--- src/rtl/mips_pkg.sv ---
// mips_pkg: shared EX-stage types and constants for the sequential multiplier.
package mips_pkg;
  localparam int DATA_W = 32;
  localparam int CNT_W = $clog2(DATA_W + 1);
  typedef enum logic [1:0] {
    IDLE = 2'b00,
    RUN  = 2'b01,
    DONE = 2'b10
  } state_t;
endpackage

--- src/rtl/booth_step.sv ---
// booth_step: one radix-2 Booth iteration -- add/subtract M per {Q[0], q_1}, then arithmetic shift right.
module booth_step
  import mips_pkg::*;
#(
  parameter int WIDTH = DATA_W
) (
  input  logic [WIDTH:0]   i_a,
  input  logic [WIDTH-1:0] i_q,
  input  logic             i_q_1,
  input  logic [WIDTH:0]   i_m,
  output logic [WIDTH:0]   o_a,
  output logic [WIDTH-1:0] o_q,
  output logic             o_q_1
);
  logic [WIDTH:0] w_sum;
  always_comb begin
    w_sum = ({i_q[0], i_q_1} == 2'b01) ? i_a + i_m :
            ({i_q[0], i_q_1} == 2'b10) ? i_a - i_m : i_a;
    o_a   = {w_sum[WIDTH], w_sum[WIDTH:1]};
    o_q   = {w_sum[0], i_q[WIDTH-1:1]};
    o_q_1 = i_q[0];
  end
endmodule

--- src/rtl/booth_multiplier.sv ---
// booth_multiplier: sequential signed radix-2 Booth multiplier, one step per clock.
module booth_multiplier
  import mips_pkg::*;
#(
  parameter int WIDTH = DATA_W
) (
  input  logic               clk,
  input  logic               rst_n,
  input  logic               start,
  input  logic [WIDTH-1:0]   multiplicand,
  input  logic [WIDTH-1:0]   multiplier,
  output logic               busy,
  output logic               done,
  output logic [2*WIDTH-1:0] product
);
  localparam int CW = $clog2(WIDTH + 1);
  state_t           r_state, w_next;
  logic [WIDTH:0]   r_a, r_m, w_a;
  logic [WIDTH-1:0] r_q, w_q;
  logic             r_q_1, w_q_1;
  logic [CW-1:0]    r_count;
  logic [2*WIDTH-1:0] r_product;
  logic             w_accept, w_last;

  booth_step #(.WIDTH(WIDTH)) u_step (
    .i_a   (r_a),
    .i_q   (r_q),
    .i_q_1 (r_q_1),
    .i_m   (r_m),
    .o_a   (w_a),
    .o_q   (w_q),
    .o_q_1 (w_q_1)
  );

  // start is only honoured outside RUN, including the DONE cycle
  always_comb begin
    w_accept = start && (r_state != RUN);
    w_last   = (r_state == RUN) && (r_count == CW'(1));
    w_next   = w_accept ? RUN : (r_state == DONE) ? IDLE : w_last ? DONE : r_state;
  end

  always_ff @(posedge clk) begin
    if (!rst_n) r_state <= IDLE;
    else r_state <= w_next;
  end

  always_ff @(posedge clk) begin
    if (!rst_n) begin
      r_a       <= '0;
      r_q       <= '0;
      r_q_1     <= 1'b0;
      r_m       <= '0;
      r_count   <= '0;
      r_product <= '0;
    end else if (w_accept) begin
      r_a     <= '0;
      r_q     <= multiplier;
      r_q_1   <= 1'b0;
      r_m     <= {multiplicand[WIDTH-1], multiplicand};
      r_count <= CW'(WIDTH);
    end else if (r_state == RUN) begin
      r_a     <= w_a;
      r_q     <= w_q;
      r_q_1   <= w_q_1;
      r_count <= r_count - CW'(1);
      if (w_last) r_product <= {w_a[WIDTH-1:0], w_q};
    end
  end

  assign busy    = (r_state == RUN);
  assign done    = (r_state == DONE);
  assign product = r_product;
endmodule
--- config.mk ---
export PLATFORM = sky130hd
export DESIGN_NAME = booth_multiplier
export DESIGN_NICKNAME = d
export VERILOG_FILES = /design/src/rtl/mips_pkg.sv /design/src/rtl/booth_step.sv /design/src/rtl/booth_multiplier.sv
export SDC_FILE = /design/constraint.sdc
export NUM_CORES = 1
export LEC_CHECK = 0
export ABC_AREA = 1
export CAP_MARGIN = 20
export CELL_PAD_IN_SITES_DETAIL_PLACEMENT = 1
export CELL_PAD_IN_SITES_GLOBAL_PLACEMENT = 1
export CORE_AREA = 4 4 226 140
export CTS_BUF_LIST = sky130_fd_sc_hd__clkbuf_16
export DETAILED_ROUTE_END_ITERATION = 10
export DIE_AREA = 0 0 230 144
export PLACE_DENSITY_LB_ADDON = 0.1
export SLEW_MARGIN = 30
export SYNTH_ARGS = -nofsm -noshare
export SYNTH_HDL_FRONTEND = slang
export SYNTH_SLANG_ARGS = --single-unit
--- constraint.sdc ---
create_clock -name clk -period 2.6 [get_ports clk]
set_input_delay 0.39 -clock clk [delete_from_list [all_inputs] [get_ports clk]]
set_output_delay 0.39 -clock clk [all_outputs]
set_load 0.05 [all_outputs]
# == Word level (Yosys, flattened, before mapping) ==
# Index checks and enable logic that the tools add are counted.
# W data, S select, Z words.
# op_classes
n_mux,9
eq_ne,6
n_addsub,3
reduce_logical,7
bitwise_logic,2
# op_table
cell,count
$mux W33,2
$mux W32,2
$add A32 B32 Y33,1
$sub A32 B32 Y33,1
$mux W6,2
$eq A6 B1 Y1 const B,1
$sub A6 B1 Y6 const B,1
$eq A2 B1 Y1 const B,2
$eq A2 B2 Y1 const B,2
$mux W1,3
$reduce_and A3 Y1,1
$reduce_bool A3 Y1,1
$reduce_or A3 Y1,1
$logic_and A1 B1 Y1,2
$ne A2 B1 Y1 const B,1
$not A1 Y1,2
$reduce_bool A2 Y1,1
$reduce_or A2 Y1,1
# word_totals
inputBits,67
ff_bits,169
wordCells,36

# == Longest topological paths before layout ==
# logic_depth
ltp_word,5
depth_mapped,19

# == Hierarchy ==
# Synthesis repeated with hierarchy kept, for this count alone.
# hier_totals
cells_unflattened,2246
area_unflattened_um2,12689.7
# by_module_without_submodules
mod,area_each_um2,n_inst,cells_per_inst
booth_multiplier,6782.8,1,1002
booth_step,5906.9,1,1244

# == Worst setup path after synthesis ==
# No wires, ideal clock.
# synth_timing
path_kind,reg2reg
from,register r_a[0]
to,register r_a[19]
path_stages_with_launch,18
synth_period_minus_slack_ns,2.031
t_required_ns,2.491
t_arrival_ns,1.922
slack_ns,0.569
cell_sequence,dfxtp_1 -> inv_1 -> ha_1 -> fa_1 -> inv_1 -> nand3_1 -> nand2_1 -> nand2_1 -> nand2_1 -> nand2_1 -> nand2_1 -> nand2_1 -> nand3_1 -> nand3_1 -> nand2_1 -> nand3_1 -> nand2_1 -> inv_1
# synth_between
elab_chain_len,3
word_cells_on_any_way,4
cone_classes,2 x add/sub; 2 x mux
# synth_lines
item,line,source
from (decl),booth_multiplier.sv:18,"logic [WIDTH:0] r_a, r_m, w_a;"
from (signal assigned),booth_multiplier.sv:62,r_a <= w_a;
$sub A32 B32 Y33,booth_step.sv:18,"({i_q[0], i_q_1} == 2'b10) ? i_a - i_m : i_a;"
$mux W33,booth_step.sv:18,
$mux W33 *,booth_step.sv:17,"w_sum = ({i_q[0], i_q_1} == 2'b01) ? i_a + i_m :"
# Mark *: on every way between the ends. The rest lies on a longest branch, timed or not.
# A chain may end at the register's enable or synchronous reset.

# == Worst setup path after layout ==
# layout_timing
from,register r_a[11]
to,register r_product[52] (netlist: product[52])
# layout_between
elab_chain_len,3
word_cells_on_any_way,4
cone_classes,2 x add/sub; 2 x mux
# layout_lines
item,line,source
$sub A32 B32 Y33,booth_step.sv:18,
$mux W33,booth_step.sv:18,
$mux W33 *,booth_step.sv:17,
to (signal assigned),booth_multiplier.sv:66,"if (w_last) r_product <= {w_a[WIDTH-1:0], w_q};"
to (decl),booth_multiplier.sv:22,logic [2*WIDTH-1:0] r_product;
# Marks and branches as above.

==> results by group <==
Status
  – Outcome: complete, no violations

Timing
  – Worst-Margin Slew: 827 ps
  – Setup violators final: 0
  – Final worst-path cycle share: between 90% and 100%
  – Final hold violations: 0
  – Rel. slew slack: 44.9%
  – Setup TNS: 0 ps
  – Minimum clock period: around 2500 ps
  – Clock skew: about 15 ps
  – Fin. max-slew vios: 0
  – Maximum clock rate: approximately 400 MHz

Logic synthesis
  – Syn avg cell area: roughly 6.0 µm²
  – Top FF cell, synth: dfxtp_1
  – #FFs+latches synth: around 170
  – Mapped Nets: a little over 2,000
  – Post-synthesis cell count: between 1,500 and 2,000
  – Ys Warns: 0
  – Post-synthesis sequential area ratio: 29.1%
  – Cell Area, Synth: 11,600 µm²
  – Post-synth ARST share: 0%
  – Number of enable flip-flop cells after synthesis: 0
  – Netlist cell types: 45

Final layout
  – Area Overhead vs Synth: 25.6%
  – Most common cell after layout, fill and taps aside: nand2_1
  – Most frequent cells in the layout: nand2_1 (588), inv_1 (367), dfxtp_1 (165), nor2_1 (135), clkdlybuf4s50_1 (131)
  – Final Cell Area: roughly 15,000 µm²
  – Diode count: 0
  – Fin cells: roughly 2,500
  – Nets: roughly 2,200
  – Fin util: 49.5%
  – Ratio of cells with drive above 1 in the final layout: about a tenth

Drt
  – Routed wire length per instance: 20.4 µm
  – Met2 WL post-DR: between 20 and 25 mm
  – Top Metal Used: met4
  – DR pass1 iterations: 5
  – Routed wire length: 51.3 mm
  – Met3 wire len: 3.42 mm
  – DRC: 0
  – Routed Antenna Nets: 0
  – Via-to-Cell Ratio: 5.27
  – M1 WL: between 20 and 30 mm
  – Starting DRT DRC Count: roughly 1,100
  – Vias: about 13,000

Placement
  – Cell Area, Placed: approximately 14,000 µm²
  – Detail Placement HPWL: between 40 and 50 mm
  – DP Cell Count: 2,477
  – Final RePlAce weighted congestion: just over 1
  – IO buf count: roughly 130

Clock network
  – Clock sink count: between 150 and 200
  – CTS tree: yes
  – Clock buffer depth: 2
  – Number of buffers created by CTS: 17
  – Root Driver: clkbuf_16
  – Worst skew pair latency: roughly 460 ps
  – H-tree Lvls: 4
  – Number of hold buffers added after cts: 0
  – Clock slew seen by the registers of the worst setup and hold paths: around 80 ps

Floorplan
  – Core Box Area: just under 30,000 µm²
  – Site Rows: just under 50
  – IO Pins: roughly 130
  – Die span in y: ~140 µm
  – Die W: 230 µm
  – Die Area: ~33,000 µm²
  – Initial Util: 39.4%

GRT
  – Gr ovfl total: 0
  – Largest net degree at the start of global routing: 69
  – First-pass GRT wire length: a little under 80 mm
  – Global Route Usage Sum: between 30% and 40%
  – Vias in the first global route: 13,200
  – Antenna violations before repair: 0

Worst hold path
  – Hold Crit Start: rst_n
  – Worst hold path class: in -> reg
  – Hold Crit Depth: 3
  – WHS Endpoint: r_q[31]

Worst setup path
  – Reg-to-Reg Start: r_a[11]
  – Worst Setup End Kind: flip-flop
  – Worst Setup Start Kind: flip-flop
  – Req. time, crit path: between 2000 and 3000 ps
  – Setup CP Type: reg -> reg
  – Worst Reg-to-Reg Cells: 14
  – Critical Path Fanout Max: 4
  – RR Endpoint: product[52]
  – Critical Path AT: roughly 2900 ps
  – Setup slack, reg-to-reg: about 90 ps

Flow run
  – # Max-Cap Violations: 0

Power and ir drop
  – Pwr dens: about 550 nW/µm²
  – Worst vdd ir: approximately 0.42 mV
  – Lkg Pwr: 0.00750 µW
[registers in the layout (all words and copies together) (netlist names)]
| signal | flops |
|---|---|
| product | 64 |
| r_a | 32 |
| r_count | 6 |
| r_m | 32 |
| r_q | 32 |
| r_q_1 | 1 |
| r_state | 2 |
[cells by family (layout without fill, tap and decap cells)]
| logic type | Yosys count | after routing | synth area share, % |
|---|---|---|---|
| simple gates | 936 | 936 | 33.0 |
| xor+xnor | 4 | 4 | 0.301 |
| buf+inv | 456 | 622 | 15.3 |
| compound gates | 304 | 304 | 14.9 |
| fa+ha+maj | 68 | 68 | 7.43 |
| flops | 169 | 169 | 29.1 |
[metrics by stage]
| step | setup WS (ps) | power, µW | hold WS, ps |
|---|---|---|---|
| after floorplan | 569 | 4250 | 451 |
| after global placement | -154 | 5110 | 436 |
| after detailed placement | -154 | 5170 | 447 |
| after CTS | 18.9 | 7980 | 297 |
| after global routing | -1.16 | 8480 | 340 |
| final | 89.8 | 8070 | 304 |
[worst max path at each step]
| stage | to | slack [ps] | start | depth (start not counted) |
|---|---|---|---|---|
| final | product[52] | 90 | r_a[11] | 14 |
| after global routing | r_a[31] | -1 | r_a[0] | 17 |
| after CTS | r_a[21] | 20 | r_m[13] | 15 |
| after detailed placement | r_a[21] | -150 | r_a[0] | 17 |
| after global placement | r_a[19] | -150 | r_a[0] | 17 |
| after floorplan | r_a[19] | 570 | r_a[0] | 17 |
[report_power, final]
| part | internal, µW | switching, µW | total [µW] |
|---|---|---|---|
| sequential | 2710 | 88.5 | 2800 |
| combinational | 802 | 1680 | 2480 |
| clock | 1470 | 1320 | 2790 |
| total | 4980 | 3080 | 8070 |
[worst max-delay path, cell delays in order, from the launching register on]
cell	delay, ps
dfxtp_1	440
ha_1	280
nor2_1	210
buf_4	160
inv_1	40
o21ai_1	320
inv_1	110
nand3_1	210
nand2_1	130
nand2_1	90
nand2_1	60
nand3_1	90
nand3_1	130
nand2_1	100
nand2_1	50
[routing by layer]
layer | up-vias | track usage [%]
met5 | - | 0
met4 | 0 | 5.72
met3 | 44 | 6.79
met2 | 366 | 44.4
met1 | 6501 | 47.2
li1 | 6328 | -
[what timing repair did]
action                                 4_1_cts  5_1_grt
setup endpoints to repair                   11       38
setup buffers                                0        2
resized for setup                            9       62
cloned                                       0        0
pin swaps                                    2        6
endpoints found under the hold margin        0        0
[Yosys cell counts (6+ instances only)]
cell / instances / area (µm²)
buf_1: 7 / 26.3
o21ai_0: 113 / 566
o21bai_1: 9 / 67.6
clkbuf_1: 26 / 97.6
o211ai_1: 6 / 45.0
dfxtp_1: 169 / 3380
a31oi_1: 7 / 43.8
inv_2: 6 / 22.5
nor2_2: 10 / 62.6
nor3_1: 13 / 65.1
ha_1: 66 / 826
nand3_1: 121 / 606
nor2_1: 145 / 544
a22o_1: 7 / 61.3
nand2_2: 6 / 37.5
a21oi_1: 113 / 566
buf_2: 37 / 185
inv_1: 373 / 1400
o221ai_1: 28 / 245
nand2_1: 607 / 2280
nand4_1: 21 / 131
[final cells by class]
type,count,area (µm²)
multi-input combinational,1312,6720
clock buffer,17,425
clock inverter,15,209
inverter,379,1420
fill,4061,14900
sequential,169,3390
tap,408,510
timing repair buffer,211,1950
(Power assumes the default switching activity.)
